--- src/rtl/apb_txn_pkg.sv ---
// Shared types and default widths for the transaction arbiter.
package apb_txn_pkg;

    localparam int unsigned DEF_NUM_REQ    = 2;
    localparam int unsigned DEF_ADDR_WIDTH = 32;
    localparam int unsigned DEF_DATA_WIDTH = 32;
    localparam int unsigned DEF_RD_TIMEOUT = 255;

    // Largest supported requester count and the index width it needs.
    localparam int unsigned MAX_NUM_REQ = 4;
    localparam int unsigned MAX_PTR_W   = 2;

    typedef enum logic [1:0] {
        IDLE    = 2'd0,
        GRANT   = 2'd1,
        WAIT_RD = 2'd2
    } arb_state_t;

    // Encode a one-hot vector into its bit index (0 for an all-zero vector).
    function automatic logic [MAX_PTR_W-1:0] onehot_to_idx(input logic [MAX_NUM_REQ-1:0] onehot);
        logic [MAX_PTR_W-1:0] idx;
        idx = '0;
        for (int unsigned i = 0; i < MAX_NUM_REQ; i++) begin
            if (onehot[i]) begin
                idx = MAX_PTR_W'(i);
            end
        end
        return idx;
    endfunction

endpackage

--- src/rtl/txn_arbiter_rr_picker.sv ---
// Round-robin winner selection: first requester after last_ptr, wrapping.
module rr_picker
    import apb_txn_pkg::*;
#(
    parameter int unsigned NUM_REQ = DEF_NUM_REQ,
    parameter int unsigned PTR_W   = (NUM_REQ > 1) ? $clog2(NUM_REQ) : 1
) (
    input  logic [NUM_REQ-1:0] req,
    input  logic [PTR_W-1:0]   last_ptr,
    output logic [NUM_REQ-1:0] winner_c
);

    logic [PTR_W-1:0] cand;
    logic             found;

    // Scan candidates in priority order starting just after the last winner.
    always_comb begin
        winner_c = '0;
        found    = 1'b0;
        cand     = '0;
        for (int unsigned i = 1; i <= NUM_REQ; i++) begin
            cand = PTR_W'((32'(last_ptr) + i) % NUM_REQ);
            if (!found && req[cand]) begin
                winner_c[cand] = 1'b1;
                found          = 1'b1;
            end
        end
    end

endmodule

--- src/rtl/txn_arbiter.sv ---
// Round-robin arbiter that forwards one requester's transaction at a time to a
// single target and routes the read return (or a timeout error) back to it.
module txn_arbiter
    import apb_txn_pkg::*;
#(
    parameter int unsigned NUM_REQ    = DEF_NUM_REQ,
    parameter int unsigned ADDR_WIDTH = DEF_ADDR_WIDTH,
    parameter int unsigned DATA_WIDTH = DEF_DATA_WIDTH,
    parameter int unsigned RD_TIMEOUT = DEF_RD_TIMEOUT
) (
    input  logic                          i_clk_apb,
    input  logic                          i_rstn_apb,
    // requester side
    input  logic [NUM_REQ-1:0]            i_req_valid,
    output logic [NUM_REQ-1:0]            o_req_ready,
    input  logic [NUM_REQ*ADDR_WIDTH-1:0] i_req_addr,
    input  logic [NUM_REQ-1:0]            i_req_rd0_wr1,
    input  logic [NUM_REQ*DATA_WIDTH-1:0] i_req_wr_data,
    output logic [NUM_REQ-1:0]            o_req_rd_valid,
    output logic [DATA_WIDTH-1:0]         o_req_rd_data,
    output logic [NUM_REQ-1:0]            o_req_err,
    // target side
    output logic                          o_valid,
    output logic [ADDR_WIDTH-1:0]         o_addr,
    output logic                          o_rd0_wr1,
    output logic [DATA_WIDTH-1:0]         o_wr_data,
    input  logic                          i_ready,
    input  logic                          i_rd_valid,
    input  logic [DATA_WIDTH-1:0]         i_rd_data,
    // current grant
    output logic [NUM_REQ-1:0]            o_grant
);

    localparam int unsigned PTR_W = (NUM_REQ > 1) ? $clog2(NUM_REQ) : 1;
    localparam int unsigned CNT_W = (RD_TIMEOUT > 0) ? $clog2(RD_TIMEOUT + 1) : 1;
    localparam logic [CNT_W-1:0] CNT_MAX = CNT_W'(RD_TIMEOUT);

    arb_state_t          state_q, state_d;
    logic [NUM_REQ-1:0]  grant_q, grant_d;
    logic [PTR_W-1:0]    gidx_q, gidx_d;
    logic [PTR_W-1:0]    last_ptr_q, last_ptr_d;
    logic [CNT_W-1:0]    cnt_q, cnt_d;

    logic [NUM_REQ-1:0]  winner_c;
    logic [PTR_W-1:0]    winner_idx_c;
    logic                req_sel_c;
    logic                rw_sel_c;
    logic [ADDR_WIDTH-1:0] addr_sel_c;
    logic [DATA_WIDTH-1:0] wdata_sel_c;
    logic                release_c;

    logic                  valid_c;
    logic [ADDR_WIDTH-1:0] addr_c;
    logic                  rd0_wr1_c;
    logic [DATA_WIDTH-1:0] wr_data_c;
    logic [NUM_REQ-1:0]    req_ready_c;
    logic [NUM_REQ-1:0]    rd_valid_c;
    logic [DATA_WIDTH-1:0] rd_data_c;
    logic [NUM_REQ-1:0]    err_c;

    rr_picker #(
        .NUM_REQ (NUM_REQ),
        .PTR_W   (PTR_W)
    ) u_rr_picker (
        .req      (i_req_valid),
        .last_ptr (last_ptr_q),
        .winner_c (winner_c)
    );

    assign winner_idx_c = PTR_W'(onehot_to_idx(MAX_NUM_REQ'(winner_c)));

    // Fields of the currently granted requester.
    assign req_sel_c   = i_req_valid[gidx_q];
    assign rw_sel_c    = i_req_rd0_wr1[gidx_q];
    assign addr_sel_c  = i_req_addr[32'(gidx_q)*ADDR_WIDTH +: ADDR_WIDTH];
    assign wdata_sel_c = i_req_wr_data[32'(gidx_q)*DATA_WIDTH +: DATA_WIDTH];

    // State, grant, round-robin pointer and read-timeout counter.
    always_ff @(posedge i_clk_apb) begin
        if (!i_rstn_apb) begin
            state_q    <= IDLE;
            grant_q    <= '0;
            gidx_q     <= '0;
            last_ptr_q <= PTR_W'(NUM_REQ - 1);
            cnt_q      <= '0;
        end else begin
            state_q    <= state_d;
            grant_q    <= grant_d;
            gidx_q     <= gidx_d;
            last_ptr_q <= last_ptr_d;
            cnt_q      <= cnt_d;
        end
    end

    // Next-state logic and the combinational forwarding/return paths.
    always_comb begin
        state_d     = state_q;
        grant_d     = grant_q;
        gidx_d      = gidx_q;
        last_ptr_d  = last_ptr_q;
        cnt_d       = cnt_q;
        release_c   = 1'b0;
        valid_c     = 1'b0;
        addr_c      = '0;
        rd0_wr1_c   = 1'b0;
        wr_data_c   = '0;
        req_ready_c = '0;
        rd_valid_c  = '0;
        rd_data_c   = '0;
        err_c       = '0;

        case (state_q)
            IDLE: begin
                if (|i_req_valid) begin
                    grant_d = winner_c;
                    gidx_d  = winner_idx_c;
                    state_d = GRANT;
                end
            end
            GRANT: begin
                valid_c             = req_sel_c;
                addr_c              = addr_sel_c;
                rd0_wr1_c           = rw_sel_c;
                wr_data_c           = wdata_sel_c;
                req_ready_c[gidx_q] = i_ready;
                if (!req_sel_c) begin
                    release_c = 1'b1;
                end else if (i_ready) begin
                    if (rw_sel_c) begin
                        release_c = 1'b1;
                    end else if (i_rd_valid) begin
                        rd_valid_c[gidx_q] = 1'b1;
                        rd_data_c          = i_rd_data;
                        release_c          = 1'b1;
                    end else begin
                        state_d = WAIT_RD;
                        cnt_d   = '0;
                    end
                end
            end
            WAIT_RD: begin
                if (i_rd_valid) begin
                    rd_valid_c[gidx_q] = 1'b1;
                    rd_data_c          = i_rd_data;
                    release_c          = 1'b1;
                end else if (cnt_q == CNT_MAX) begin
                    rd_valid_c[gidx_q] = 1'b1;
                    err_c[gidx_q]      = 1'b1;
                    release_c          = 1'b1;
                end else begin
                    cnt_d = cnt_q + CNT_W'(1);
                end
            end
            default: begin
                state_d = IDLE;
                grant_d = '0;
            end
        endcase

        // Completion or withdrawal: remember the owner and drop the grant.
        if (release_c) begin
            last_ptr_d = gidx_q;
            grant_d    = '0;
            state_d    = IDLE;
        end
    end

    // Outputs are forced low while reset is held so nothing leaks mid-reset.
    assign o_valid        = i_rstn_apb & valid_c;
    assign o_addr         = i_rstn_apb ? addr_c : '0;
    assign o_rd0_wr1      = i_rstn_apb & rd0_wr1_c;
    assign o_wr_data      = i_rstn_apb ? wr_data_c : '0;
    assign o_req_ready    = {NUM_REQ{i_rstn_apb}} & req_ready_c;
    assign o_req_rd_valid = {NUM_REQ{i_rstn_apb}} & rd_valid_c;
    assign o_req_rd_data  = i_rstn_apb ? rd_data_c : '0;
    assign o_req_err      = {NUM_REQ{i_rstn_apb}} & err_c;
    assign o_grant        = grant_q;

endmodule

--- config.mk ---
export PLATFORM = sky130hd
export DESIGN_NAME = txn_arbiter
export DESIGN_NICKNAME = d
export VERILOG_FILES = /design/src/rtl/apb_txn_pkg.sv /design/src/rtl/txn_arbiter_rr_picker.sv /design/src/rtl/txn_arbiter.sv
export SDC_FILE = /design/constraint.sdc
export NUM_CORES = 1
export LEC_CHECK = 0
export ABC_CLOCK_PERIOD_IN_PS = 3900
export CORE_AREA = 5 5 102 104
export DETAILED_ROUTE_END_ITERATION = 6
export DIE_AREA = 0 0 107 109
export GPL_TIMING_DRIVEN = 0
export MAX_ROUTING_LAYER = met4
export PLACE_DENSITY = 0.76
export SYNTH_ARGS = -nofsm -noshare
export SYNTH_HDL_FRONTEND = slang
export SYNTH_SLANG_ARGS = --single-unit
--- constraint.sdc ---
create_clock -name i_clk_apb -period 3.9 [get_ports i_clk_apb]
set_input_delay 0.975 -clock i_clk_apb [delete_from_list [all_inputs] [get_ports i_clk_apb]]
set_output_delay 0.975 -clock i_clk_apb [all_outputs]
set_load 0.02 [all_outputs]
==> Word-level counts from Yosys, hierarchy flattened <==
Index checks and enable logic that the tools add are counted.
{ "classes": {"addsub": 3, "multipliers": 0, "div": 0, "n_lt_le_gt_ge": 6, "n_eq_ne": 10, "n_shift": 2, "mux": 62, "n_bitwise": 10, "reduce_logical": 14} }
{ "ops": {"columns": ["cell", "n"], "rows": [
  ["$mux W32", 9],
  ["$shiftx A64 B7 Y32", 2],
  ["$pmux W32 S2", 1],
  ["$mux W8", 6],
  ["$mux W2", 17],
  ["$mux W1", 21],
  ["$pmux W8 S2", 1],
  ["$ne A2 B2 Y1 const B", 7],
  ["$add A8 B1 Y8 const B", 1],
  ["$and A2 B2 Y2", 4],
  ["$eq A8 B8 Y1 const B", 1],
  ["$pmux W2 S2", 2],
  ["$reduce_and A7 Y1", 1],
  ["$lt A1 B2 Y1 const B", 3],
  ["$pmux W2 S3", 1],
  ["$reduce_and A6 Y1", 1],
  ["$reduce_or A2 Y1", 3],
  ["$logic_and A1 B1 Y1", 4],
  ["$reduce_and A2 Y1", 2],
  ["$demux W1 S1", 3],
  ["$ge A1 B1 Y1 const B", 3],
  ["$not A1 Y1", 3],
  ["$add A1 B1 Y1 const B", 2],
  ["$and A1 B1 Y1", 2],
  ["other kinds (7)", 7]
]} }
{ "word_totals": {"reg_bits": 14, "latch_bits": 0, "ramBits": 0, "mem_bits_ro": 0, "inputBits": 168, "output_inout_bits": 106, "n_memories": 0} }

==> Depth between registers and ports, before layout <==
{ "depth": {"ltp_word": 10, "ltp_mapped": 7, "ltp_nobuf": 6} }

==> Modules after synthesis <==
From an unflattened synthesis, not the netlist that was laid out.
{ "unflattened": {"hier_cells": 324, "area_unflattened_um2": 2293.4} }
{ "modules_own_cells": {"columns": ["mod", "n_inst", "cells_each", "area_per_inst_um2"], "rows": [
  ["txn_arbiter", 1, 321, 2274.7],
  ["rr_picker", 1, 3, 18.8]
]} }

==> Worst setup path after synthesis <==
No wires, ideal clock.
{ "synth_timing": {"path_kind": "input to output", "from": "in i_rd_valid", "to": "out o_req_rd_valid[1]", "arrival_ns": 2.337, "required_time_ns": 2.925, "path_slack_ns": 0.588, "cell_stages": 4, "path_buffers": 1, "path_cell_list": "clkbuf_1 -> nand2_1 -> or4b_1 -> a211oi_1"} }
{ "synth_via": {"elab_chain_len": 6, "elab_cells_between_ends": 7} }
{ "synth_lines": {"columns": ["element", "line", "source"], "rows": [
  ["start, declared", "txn_arbiter.sv:28", "input logic i_rd_valid,"],
  ["$mux W2", "txn_arbiter.sv:131", "end else if (i_rd_valid) begin"],
  ["$mux W2", "txn_arbiter.sv:129", "if (rw_sel_c) begin"],
  ["$mux W2", "txn_arbiter.sv:128", "end else if (i_ready) begin"],
  ["$mux W2", "txn_arbiter.sv:126", "if (!req_sel_c) begin"],
  ["$pmux W2 S2 (*)", "txn_arbiter.sv:112", "case (state_q)"],
  ["$and A2 B2 Y2 (*)", "txn_arbiter.sv:174", "assign o_req_rd_valid = {NUM_REQ{i_rstn_apb}} & rd_valid_c;"],
  ["end, declared", "txn_arbiter.sv:19", "output logic [NUM_REQ-1:0] o_req_rd_valid,"]
]} }
Every way passes the cells marked *; elsewhere a longest branch is shown, timed or not.

==> Final worst setup path <==
Same ends and word-level chain as after synthesis.

==> results.toml <==
[timing]
period_minus_slack_ns = 3.832
maxSlewHeadroom_pct = 47.43
clock_skew_ns = 0.009302
fmax_mhz = 260.9
finalHoldViolations = 0
hold_ws_ns = 0.4797
grt_setup_unrepaired = "no"
worstMarginPinSlew_ns = 0.7886
post-route-period-util_pct = 98.27
setup_violations = 0
slew_viol_final = 0

[power]
power_density_mw_per_mm2 = 199.3
ir_drop_uv = 81.40
combPwrFrac_pct = 69.4
netSwitchingFraction_pct = 40.83
switchingPower_mw = 0.4169
p_int_mw = 0.6041
seqPwrFrac_pct = 15.6
p_leak_nw = 2.172
clkPwrFrac_pct = 15.0

[routing]
routed_wirelength_um = 12360
final_antenna_net_count = 0
wl_per_cell_um = 17.14
drt-initial-drc-count = 157
vias = 3461
dr.pass1.iters = 5
drc = 0
viasPerCell = 4.800

[finish]
final_common_cell = "clkdlybuf4s50_1"
post-route-util_pct = 54.17
syn2layout_area_growth_pct = 122.1
seqCellArea_um2 = 280.3
drive_gt1_share_pct = 9.587
final_cell_mix = "201 x clkdlybuf4s50_1, 73 x nor2_1, 69 x mux2i_1"
nets = 778
multiInputGateArea_mm2 = 0.001884
fill_cells = 914

[clocking]
hold_buffers = 0
cts_tree = "done"
htreeDepth = 1
cts_inserted_buffers = 3
cts.clk_slew.worst_paths_ns = 0.07
cts-root-buf = "clkbuf_8"
cts.sinks = 14
clock_latency_ns = 0.26
cts.path.max_buffers = 2

[worst_setup_path]
crit_path_end_kind = "output port"
r2r_slack_ns = 1.77
critPathKind = "primary input to output port"
crit_path_start = "i_rd_valid"
rr_worst_depth = 6
crit_path_max_fanout = 10
cp-start-kind = "primary input"
cp.arrival_ns = 2.86
timing.rr.end = "state_q[1]$_SDFFE_PP0P_"
endpoint = "o_req_rd_valid[1]"
cp.required_ns = 2.92
r2r-start = "state_q[0]$_SDFFE_PP0P_"

[status]
outcome = "finished, final reports clean"

[logic_synthesis]
ys_seq_elements = 14
synthCells = 325
ys_types = 49
ys_warn_count = 0
synth-seq-area-share_pct = 12.15
synth_nets = 497
syn_area_mm2 = 0.002307
synth_area_per_cell_um2 = 7.099

[die]
core_area_mm2 = 0.009459
rows = 36
dieArea_mm2 = 0.01166
ios = 274
fp.dieW_um = 107
start_util_pct = 24.39
fp.dieH_um = 109

[grt]
grt_max_degree = 11
grt_overflow = 0
antenna_found_initial = 2
grt_pass1_wl_um = 17940
grt_pass1_vias = 3493
grt_usage_pct = 20.00

[placement]
gp_congestion = 0.9255
port_buffers = 273
dpl.hpwl_um = 10720

[min_path]
hold_start = "o_grant[1]$_SDFFE_PP0P_"
hold_path.class = "register to register"

[job]
cap_violations = 0
## final cells by class
| cell class | instances | share of cell area, % |
|---|---|---|
| timing repair buffer | 276 | 50.45 |
| multi-input combinational | 278 | 36.78 |
| sequential | 14 | 5.470 |
| tap | 114 | 2.784 |
| buffer | 24 | 2.686 |
| clock buffer | 4 | 1.074 |
| inverter | 9 | 0.6593 |
| antenna | 2 | 0.09768 |
## metal layers
metal	vias up	GRT usage [%]	wire length (um)
met5	-	-	0
met3	25	6.157	1255
met4	0	5.753	340
met1	1536	20.17	4305
met2	200	37.32	6458
li1	1700	-	-
## power groups by stage
stage | logic, mW | clock network (mW) | registers (mW)
final | 0.709 | 0.153 | 0.159
after global routing | 0.759 | 0.158 | 0.160
after CTS | 0.711 | 0.154 | 0.158
after detailed placement | 0.730 | 0 | 0.162
after global placement | 0.719 | 0 | 0.161
after floorplan | 0.344 | 0 | 0.165
## worst max-delay path, cell delays in order
cell             delay, ns
clkdlybuf4s50_1       0.48
clkbuf_4              0.20
nand2_1               0.08
or4b_1                0.51
a211oi_2              0.30
clkdlybuf4s15_2       0.31
## state kept, by name (all words and copies together), names as in the netlist
signal	flops
o_grant	2
cnt_q	8
gidx_q	1
state_q	2
last_ptr_q	1
## synthesized netlist by cell type (all sizes together)
library cell	n	share of area (%)
nor4b	1	0.38
o21bai	1	0.33
o2111ai	1	0.38
nor2b	1	0.27
o22a	1	0.38
a211oi	2	0.65
a22oi	2	0.65
dfxtp	14	12
and2	33	8.9
ha	4	2.2
nand2b	3	0.81
buf	13	3.5
and3	6	1.6
a32oi	2	0.76
nor2	73	12
o21a	2	0.65
mux2i	69	30
nand4b	1	0.38
a21oi	8	1.7
nor4	2	0.54
a2111oi	3	2.0
or4b	1	0.43
and4	1	0.38
o211ai	3	0.98
and4bb	1	0.54
o22ai	3	0.81
nand4	2	0.54
o21ai	7	1.7
a41oi	1	0.38
inv	9	1.5
and4b	2	0.87
a21o	1	0.33
and2b	1	0.33
nor3b	2	0.65
nand3	4	0.87
nor3	2	0.43
or3b	2	0.76
a21boi	2	0.65
nand2	20	3.3
clkbuf	11	1.8
o31a	3	1.1
nand3b	3	0.98
o221ai	1	0.38
or4	1	0.33
## cells by family (layout without fill, tap and decap cells)
kind of cell	Yosys count	count (layout)	synth area share [%]
AOI/OAI and AO/OA	43	43	13.83
other	0	2	0
DFF	14	14	12.15
muxes	69	69	29.93
adders and majority gates	4	4	2.169
buffers and inverters	33	313	6.724
and+or+nand+nor	162	162	35.20
## per-stage QoR
step / cell area (um^2) / power, mW / TNS [ns] / cells / setup WS [ns]
2_1_floorplan: 2307 / 0.5094 / 0 / 325 / 0.5881
3_3_place_gp: 5182 / 0.8802 / -26.17 / 712 / -0.7082
3_5_place_dp: 5182 / 0.8916 / -27.39 / 712 / -0.7403
4_1_cts: 5097 / 1.023 / -0.005097 / 718 / -0.005097
5_1_grt: 5124 / 1.076 / 0 / 721 / 0.02239
6_report: 5124 / 1.021 / 0 / 721 / 0.06751
## timing repair
item | in CTS | in global routing
setup buffers | 2 | 1
setup endpoints to repair | 66 | 52
gates resized for setup | 173 | 14
pin swaps | 1 | 1
hold endpoints to repair | 0 | 0
## worst min path at each step
stage,end,slack [ns],depth (start not counted)
global placement,o_grant[1]$_SDFFE_PP0P_,0.47,2
floorplan,cnt_q[1]$_SDFFE_PN0P_,0.46,2
CTS,o_grant[1]$_SDFFE_PP0P_,0.48,2
detailed placement,o_grant[1]$_SDFFE_PP0P_,0.47,2
finish,o_grant[1]$_SDFFE_PP0P_,0.48,2
global route,o_grant[1]$_SDFFE_PP0P_,0.51,2
Note: power is estimated with default switching activity, not from simulation.
